### src/rtl/flux_rr_scheduler.sv
// Purpose: shares one tagged single-stream actor among FLUX input FIFOs with round-robin, burst-bounded grants (STRICT_PRIO_EN selects highest-index-first).
// Latency: pop in cycle N -> out_write earliest in cycle N+1; one-cycle bubble whenever a burst ends.
// Backpressure: one-word output stage; no pops while the stage is held by out_full, so nothing is dropped and per-flux order is preserved.
module flux_rr_scheduler #(
    parameter int FLUX       = 2,
    parameter int DATA_WIDTH = 16,
    parameter int BURST_LEN  = 4,
    parameter int TAG_WIDTH  = (FLUX > 1) ? $clog2(FLUX) : 1
) (
    input  logic                            clk,
    input  logic                            rst_n,
    input  logic                            en,
    input  logic [FLUX-1:0]                 in_empty,
    input  logic [FLUX*DATA_WIDTH-1:0]      in_dout,
    output logic [FLUX-1:0]                 in_read,
    input  logic                            out_full,
    output logic                            out_write,
    output logic [TAG_WIDTH+DATA_WIDTH-1:0] out_din,
    output logic                            busy
);

    localparam int CNT_W = $clog2(BURST_LEN + 1);

    typedef enum logic {IDLE, GRANT} state_t;

    state_t                          state_q, state_d;
    logic [TAG_WIDTH-1:0]            rr_ptr_q, rr_ptr_d;
    logic [CNT_W-1:0]                burst_cnt_q, burst_cnt_d;
    logic                            out_valid_q, out_valid_d;
    logic [TAG_WIDTH+DATA_WIDTH-1:0] out_din_q, out_din_d;

    logic                 slot_free;
    logic                 grant_ok;
    logic                 any_elig;
    logic [TAG_WIDTH-1:0] pick;
    logic                 cur_empty;
    logic                 pop;
    logic [TAG_WIDTH-1:0] pop_sel;
    logic [DATA_WIDTH-1:0] pop_dat;

    assign out_write = out_valid_q & ~out_full;
    assign slot_free = ~out_valid_q | out_write;
    // rst_n gates grants so nothing is popped while reset is held
    assign grant_ok  = en & rst_n & slot_free;
    assign busy      = (state_q == GRANT) | out_valid_q;
    assign out_din   = out_din_q;

`ifdef STRICT_PRIO_EN
    always_comb begin
        pick     = '0;
        any_elig = 1'b0;
        for (int i = 0; i < FLUX; i++) begin
            if (!in_empty[i]) begin
                pick     = TAG_WIDTH'(i);
                any_elig = 1'b1;
            end
        end
    end
`else
    logic                 found_hi, found_lo;
    logic [TAG_WIDTH-1:0] pick_hi, pick_lo;

    // Lowest eligible index above rr_ptr wins; otherwise wrap to the lowest at or below it.
    always_comb begin
        found_hi = 1'b0;
        found_lo = 1'b0;
        pick_hi  = '0;
        pick_lo  = '0;
        for (int i = FLUX - 1; i >= 0; i--) begin
            if (!in_empty[i]) begin
                if (i > int'(rr_ptr_q)) begin
                    pick_hi  = TAG_WIDTH'(i);
                    found_hi = 1'b1;
                end else begin
                    pick_lo  = TAG_WIDTH'(i);
                    found_lo = 1'b1;
                end
            end
        end
        pick     = found_hi ? pick_hi : pick_lo;
        any_elig = found_hi | found_lo;
    end
`endif

    always_comb begin
        cur_empty = 1'b1;
        for (int i = 0; i < FLUX; i++) begin
            if (rr_ptr_q == TAG_WIDTH'(i)) cur_empty = in_empty[i];
        end
    end

    always_comb begin
        state_d     = state_q;
        rr_ptr_d    = rr_ptr_q;
        burst_cnt_d = burst_cnt_q;
        pop         = 1'b0;
        pop_sel     = rr_ptr_q;
        case (state_q)
            IDLE: begin
                if (grant_ok && any_elig) begin
                    pop         = 1'b1;
                    pop_sel     = pick;
                    rr_ptr_d    = pick;
                    burst_cnt_d = CNT_W'(1);
                    state_d     = GRANT;
                end
            end
            GRANT: begin
                if (grant_ok && !cur_empty && (burst_cnt_q < CNT_W'(BURST_LEN))) begin
                    pop         = 1'b1;
                    burst_cnt_d = burst_cnt_q + CNT_W'(1);
                end else if (!en || cur_empty || (burst_cnt_q == CNT_W'(BURST_LEN))) begin
                    state_d = IDLE;
                end
            end
            default: state_d = IDLE;
        endcase
    end

    always_comb begin
        pop_dat = '0;
        in_read = '0;
        for (int i = 0; i < FLUX; i++) begin
            if (pop_sel == TAG_WIDTH'(i)) begin
                pop_dat    = in_dout[i*DATA_WIDTH +: DATA_WIDTH];
                in_read[i] = pop;
            end
        end
    end

    always_comb begin
        out_valid_d = pop | (out_valid_q & ~out_write);
        out_din_d   = pop ? {pop_sel, pop_dat} : out_din_q;
    end

    always_ff @(posedge clk or negedge rst_n) begin
        if (!rst_n) begin
            state_q     <= IDLE;
            rr_ptr_q    <= TAG_WIDTH'(FLUX - 1);
            burst_cnt_q <= '0;
            out_valid_q <= 1'b0;
            out_din_q   <= '0;
        end else begin
            state_q     <= state_d;
            rr_ptr_q    <= rr_ptr_d;
            burst_cnt_q <= burst_cnt_d;
            out_valid_q <= out_valid_d;
            out_din_q   <= out_din_d;
        end
    end

endmodule

### config.mk
export PLATFORM = sky130hd
export DESIGN_NAME = flux_rr_scheduler
export DESIGN_NICKNAME = d
export VERILOG_FILES = /design/src/rtl/flux_rr_scheduler.sv
export SDC_FILE = /design/constraint.sdc
export NUM_CORES = 1
export LEC_CHECK = 0
export ABC_CLOCK_PERIOD_IN_PS = 2200
export CORE_UTILIZATION = 35
export DETAILED_ROUTE_END_ITERATION = 8
export PLACE_DENSITY = 0.8
export RECOVER_POWER = 25
export SLEW_MARGIN = 10
export SYNTH_ARGS = -nofsm -noshare
export SYNTH_HDL_FRONTEND = slang
export SYNTH_SLANG_ARGS = --single-unit
### constraint.sdc
create_clock -name clk -period 2.2 [get_ports clk]
set_input_delay 0.33 -clock clk [delete_from_list [all_inputs] [get_ports clk]]
set_output_delay 0.33 -clock clk [all_outputs]
set_load 0.05 [all_outputs]
# Word-level counts from Yosys, hierarchy flattened
# Index checks and enable logic that the tools add are counted.
# op_classes
muxes	22
order_cmp	2
bitwise_logic	12
reduce_logical	8
eq_ne	3
n_addsub	1
# op_table
operator	count
$mux W1	16
$mux W16	1
$mux W3	2
$pmux W3 S2	1
$and A1 B1 Y1	4
$not A1 Y1	4
$or A1 B1 Y1	4
$pmux W1 S2	2
$add A3 B1 Y3 const B	1
$eq A3 B3 Y1 const B	1
$logic_and A1 B1 Y1	3
$lt A3 B3 Y1 const B	1
$logic_not A1 Y1	2
$logic_or A1 B1 Y1	2
$ne A2 B1 Y1 const B	1
$ne A2 B2 Y1 const B	1
$reduce_and A2 Y1	1
$gt A1 B1 Y1 const A	1
# word_totals
output_inout_bits	21
word_cells	53
register_bits	23

# Longest topological paths before layout
# logic_depth
depth_word	9
ltp_mapped	6
mapped_depth_nobuf	5

# Least setup slack after synthesis
# Ideal clock, no wire load.
# synth_path
kind	register -> output
from	reg rr_ptr_q
to	out in_read[1]
setup_slack_ps	-441
t_required_ps	1870
arrival_ps	2311
n_path_buf	0
path_stages_with_launch	5
cell_sequence	dfstp_2 > mux2i_2 > nand4b_4 > and2_1 > nor3_1
# synth_via
elab_chain_len	9
elab_cells_between_ends	20
classes_between	order compare: 1; mux: 14; bitwise: 1; reduce/logical: 4
# synth_rtl
item	line_no	text
from (decl)	27	logic [TAG_WIDTH-1:0] rr_ptr_q, rr_ptr_d;
from (signal assigned)	139	rr_ptr_q <= TAG_WIDTH'(FLUX - 1);
from (signal assigned)	145	rr_ptr_q <= rr_ptr_d;
$gt A1 B1 Y1	71	if (i > int'(rr_ptr_q)) begin
$mux W1	71	
$mux W1 (2 in series)	70	if (!in_empty[i]) begin
$or A1 B1 Y1	81	any_elig = found_hi | found_lo;
$logic_and A1 B1 Y1	100	if (grant_ok && any_elig) begin
$mux W1	100	
$pmux W1 S2 or $mux W1 (tied branches)	n/a	
$mux W1 (*)	124	if (pop_sel == TAG_WIDTH'(i)) begin
to (decl)	15	output logic [FLUX-1:0] in_read,
# Mark *: on every way between the ends. The rest lies on a longest branch, timed or not.

# Final worst setup path
# Same ends and word-level chain as after synthesis.

==> results.ini <==
[finish]
num_antenna_cells=0
layoutNonFillerInstCount=229
area_growth_pct=57.4
layout.nets=222
drive_gt1_frac=0.227
postLayoutCoreUtil=0.576
fillers=332

[sta]
final_hold_viol_count=0
fin_setup_tns_ps=0
min_period_over_period=0.962
worst_pin_slew_ps=1220
hold_slack_ps=521
final-setup-viol-count=0
fmax_mhz=473
relSlewSlack=0.189
rsz0062_at_grt=false
fin_crit_ps=2120
drv_slew=0
finClkSkew_ps=4.22

[cts]
clock-sinks=23
cts_tree=built
cts.path.max_buffers=2
insertion_delay_ps=260
cts_made_buffers=3
htreeDepth=1
clk_root_buffer_cell=clkbuf_8
clk_pin_slew_ps=80
hold_buffers=0

[synth]
ys_seq_area_frac=0.427
yosysTopAreaCellShare=0.408
synthTopCellsByArea=dfrtp_1 (41%), a32oi_1 (10%), a2bb2oi_2 (10%)
synth_fp_nets=156
yosys.area_share.adder=0.0185
synth_most_common_cell=dfrtp_1
synth-compound-area-share=0.353
netlist_top_cells_count=dfrtp_1 (22), a32oi_1 (16), o21ai_0 (11)
synth_area_sq_um=1350
muxShareOfSynthArea=0.0185
synth_top_flop_cell=dfrtp_1
async_reset_ff_frac=1.00
synth_cells=116
ys_types=34
synthSimpleGateAreaFrac=0.133
yosysWarnings=0
yosysTopAreaCell=dfrtp_1
synth_top_family_by_area=compound AO/OA/AOI/OAI gates
avgSynthCellArea_sq_um=11.6
synth_seq_cells=23
synthXorXnorAreaFrac=0
synth_edf_count=0

[setup_path]
crit_path_cell_trace=mux2i_4, nand4b_4, and2_4, nor3_4, buf_12
startpoint_type=register
path_delay_family=flip-flops
worstSetupEndpointType=primary output
critical_path_depth=5
max_stage_delay_ps=570
rr_worst_depth=5
cp_data_arrival_time_ps=1790
critical_path_required_ps=1870
path_buf_inv=1
cp_max_fo=4
slowest_stage=dfstp_2
crit_type=register to primary output

[outcome]
status=completed

[route]
drt-wirelength-per-cell_um=16.8
dr.pass1.iters=4
drt-initial-drc-count=21
num_vias=1283
antenna_left=0
drcViolationCount=0
wirelength_um=3850
viasPerCell=5.60

[floorplan]
start_util=0.366
placementRows=22
coreArea_sq_um=3690
die_h_um=64.1
die_width_um=64.1
ioPinCount=59
die_area_sq_um=4110

[placed_design]
dpl.cell_count=223
io_buffer_count=58
dp_hpwl_um=2790
gp_congestion=0.821

[grt]
grt_pass1_wl_um=6220
overflow=0
grt_pass1_vias=1377
grt_antenna_before_repair=0
grt_usage=0.196
grt_max_degree=24

[worst_hold_path]
min_path_cells=1
min_path_type=register to register

[pwr]
power-per-cell-area_nw_per_um2=1150
ir_drop_mv=0.450
power.leakage_uw=0.000848

[job]
maxCapViolCount=0

layout make-up:
type,instances,area [sq um],share of cell area
Clock buffer,4,45.0,0.0212
Inverter,2,7.51,0.00353
Multi-Input combinational cell,83,733,0.345
Sequential cell,23,577,0.271
Tap cell,48,60.1,0.0283
Timing Repair Buffer,69,702,0.330
per-layer routing:
| metal | global-route usage | wire length [um] |
|---|---|---|
| met1 | 0.220 | 1570 |
| met2 | 0.356 | 2000 |
| met3 | 0.0214 | 135 |
| met4 | 0.114 | 147 |
| met5 | 0 | 0 |
flip-flops by register name, summed over array words and instances, names as in the netlist:
signal	cells
out_din	17
burst_cnt_q	3
out_valid_q	1
rr_ptr_q	1
state_q	1
final timing paths:
| path | start | slack, ps | endpoint |
|---|---|---|---|
| worst max-delay path | rr_ptr_q | 80 | in_read[1] |
| worst min-delay path | out_din[16] | 520 | out_din[16] |
| worst max register to register | rr_ptr_q | 360 | out_din[2] |
| worst min register to register | out_din[16] | 520 | out_din[16] |
| max in group asynchronous | rst_n | 670 | out_din[16] |
| min in group asynchronous | rst_n | 810 | out_din[10] |
placed cells by master (no fill, tap or decap), drive strengths merged, types with 3 or more instances in the layout:
| cell type | Yosys | layout |
|---|---|---|
| a2bb2oi | 16 | 16 |
| a32oi | 16 | 16 |
| buf | 8 | 13 |
| nand2 | 9 | 9 |
| clkbuf | 0 | 5 |
| and2 | 3 | 3 |
| o21ai | 17 | 17 |
| dfrtp | 22 | 22 |
| clkdlybuf4s50 | 0 | 55 |
cells by family after synthesis:
group,after synthesis
buffers and inverters,10
AND/OR/NAND/NOR,24
AO/OA/AOI/OAI,55
multiplexers,2
adder cells (fa/ha/maj),2
flip-flops,23
metrics by stage:
step                worst slack, ps  cell area, sq um  power (uW)
global placement               40.8              2050        2110
floorplan                     -21.5              1360        1640
global route                   4.86              2120        2540
finish                         84.4              2120        2430
detailed placement            0.623              2050        2140
CTS                           -12.0              2120        2430
power breakdown:
group          switching, uW  internal (uW)
sequential               122            588
combinational            855            602
clock                    136            129
total                   1110           1320
what timing repair did:
| item | 4_1_cts | 5_1_grt |
|---|---|---|
| pin swaps | 1 | 1 |
| endpoints found under the setup margin | 2 | 2 |
| gates resized for setup | 2 | 4 |
| buffers inserted | 2 | 0 |
(Power assumes the default switching activity.)
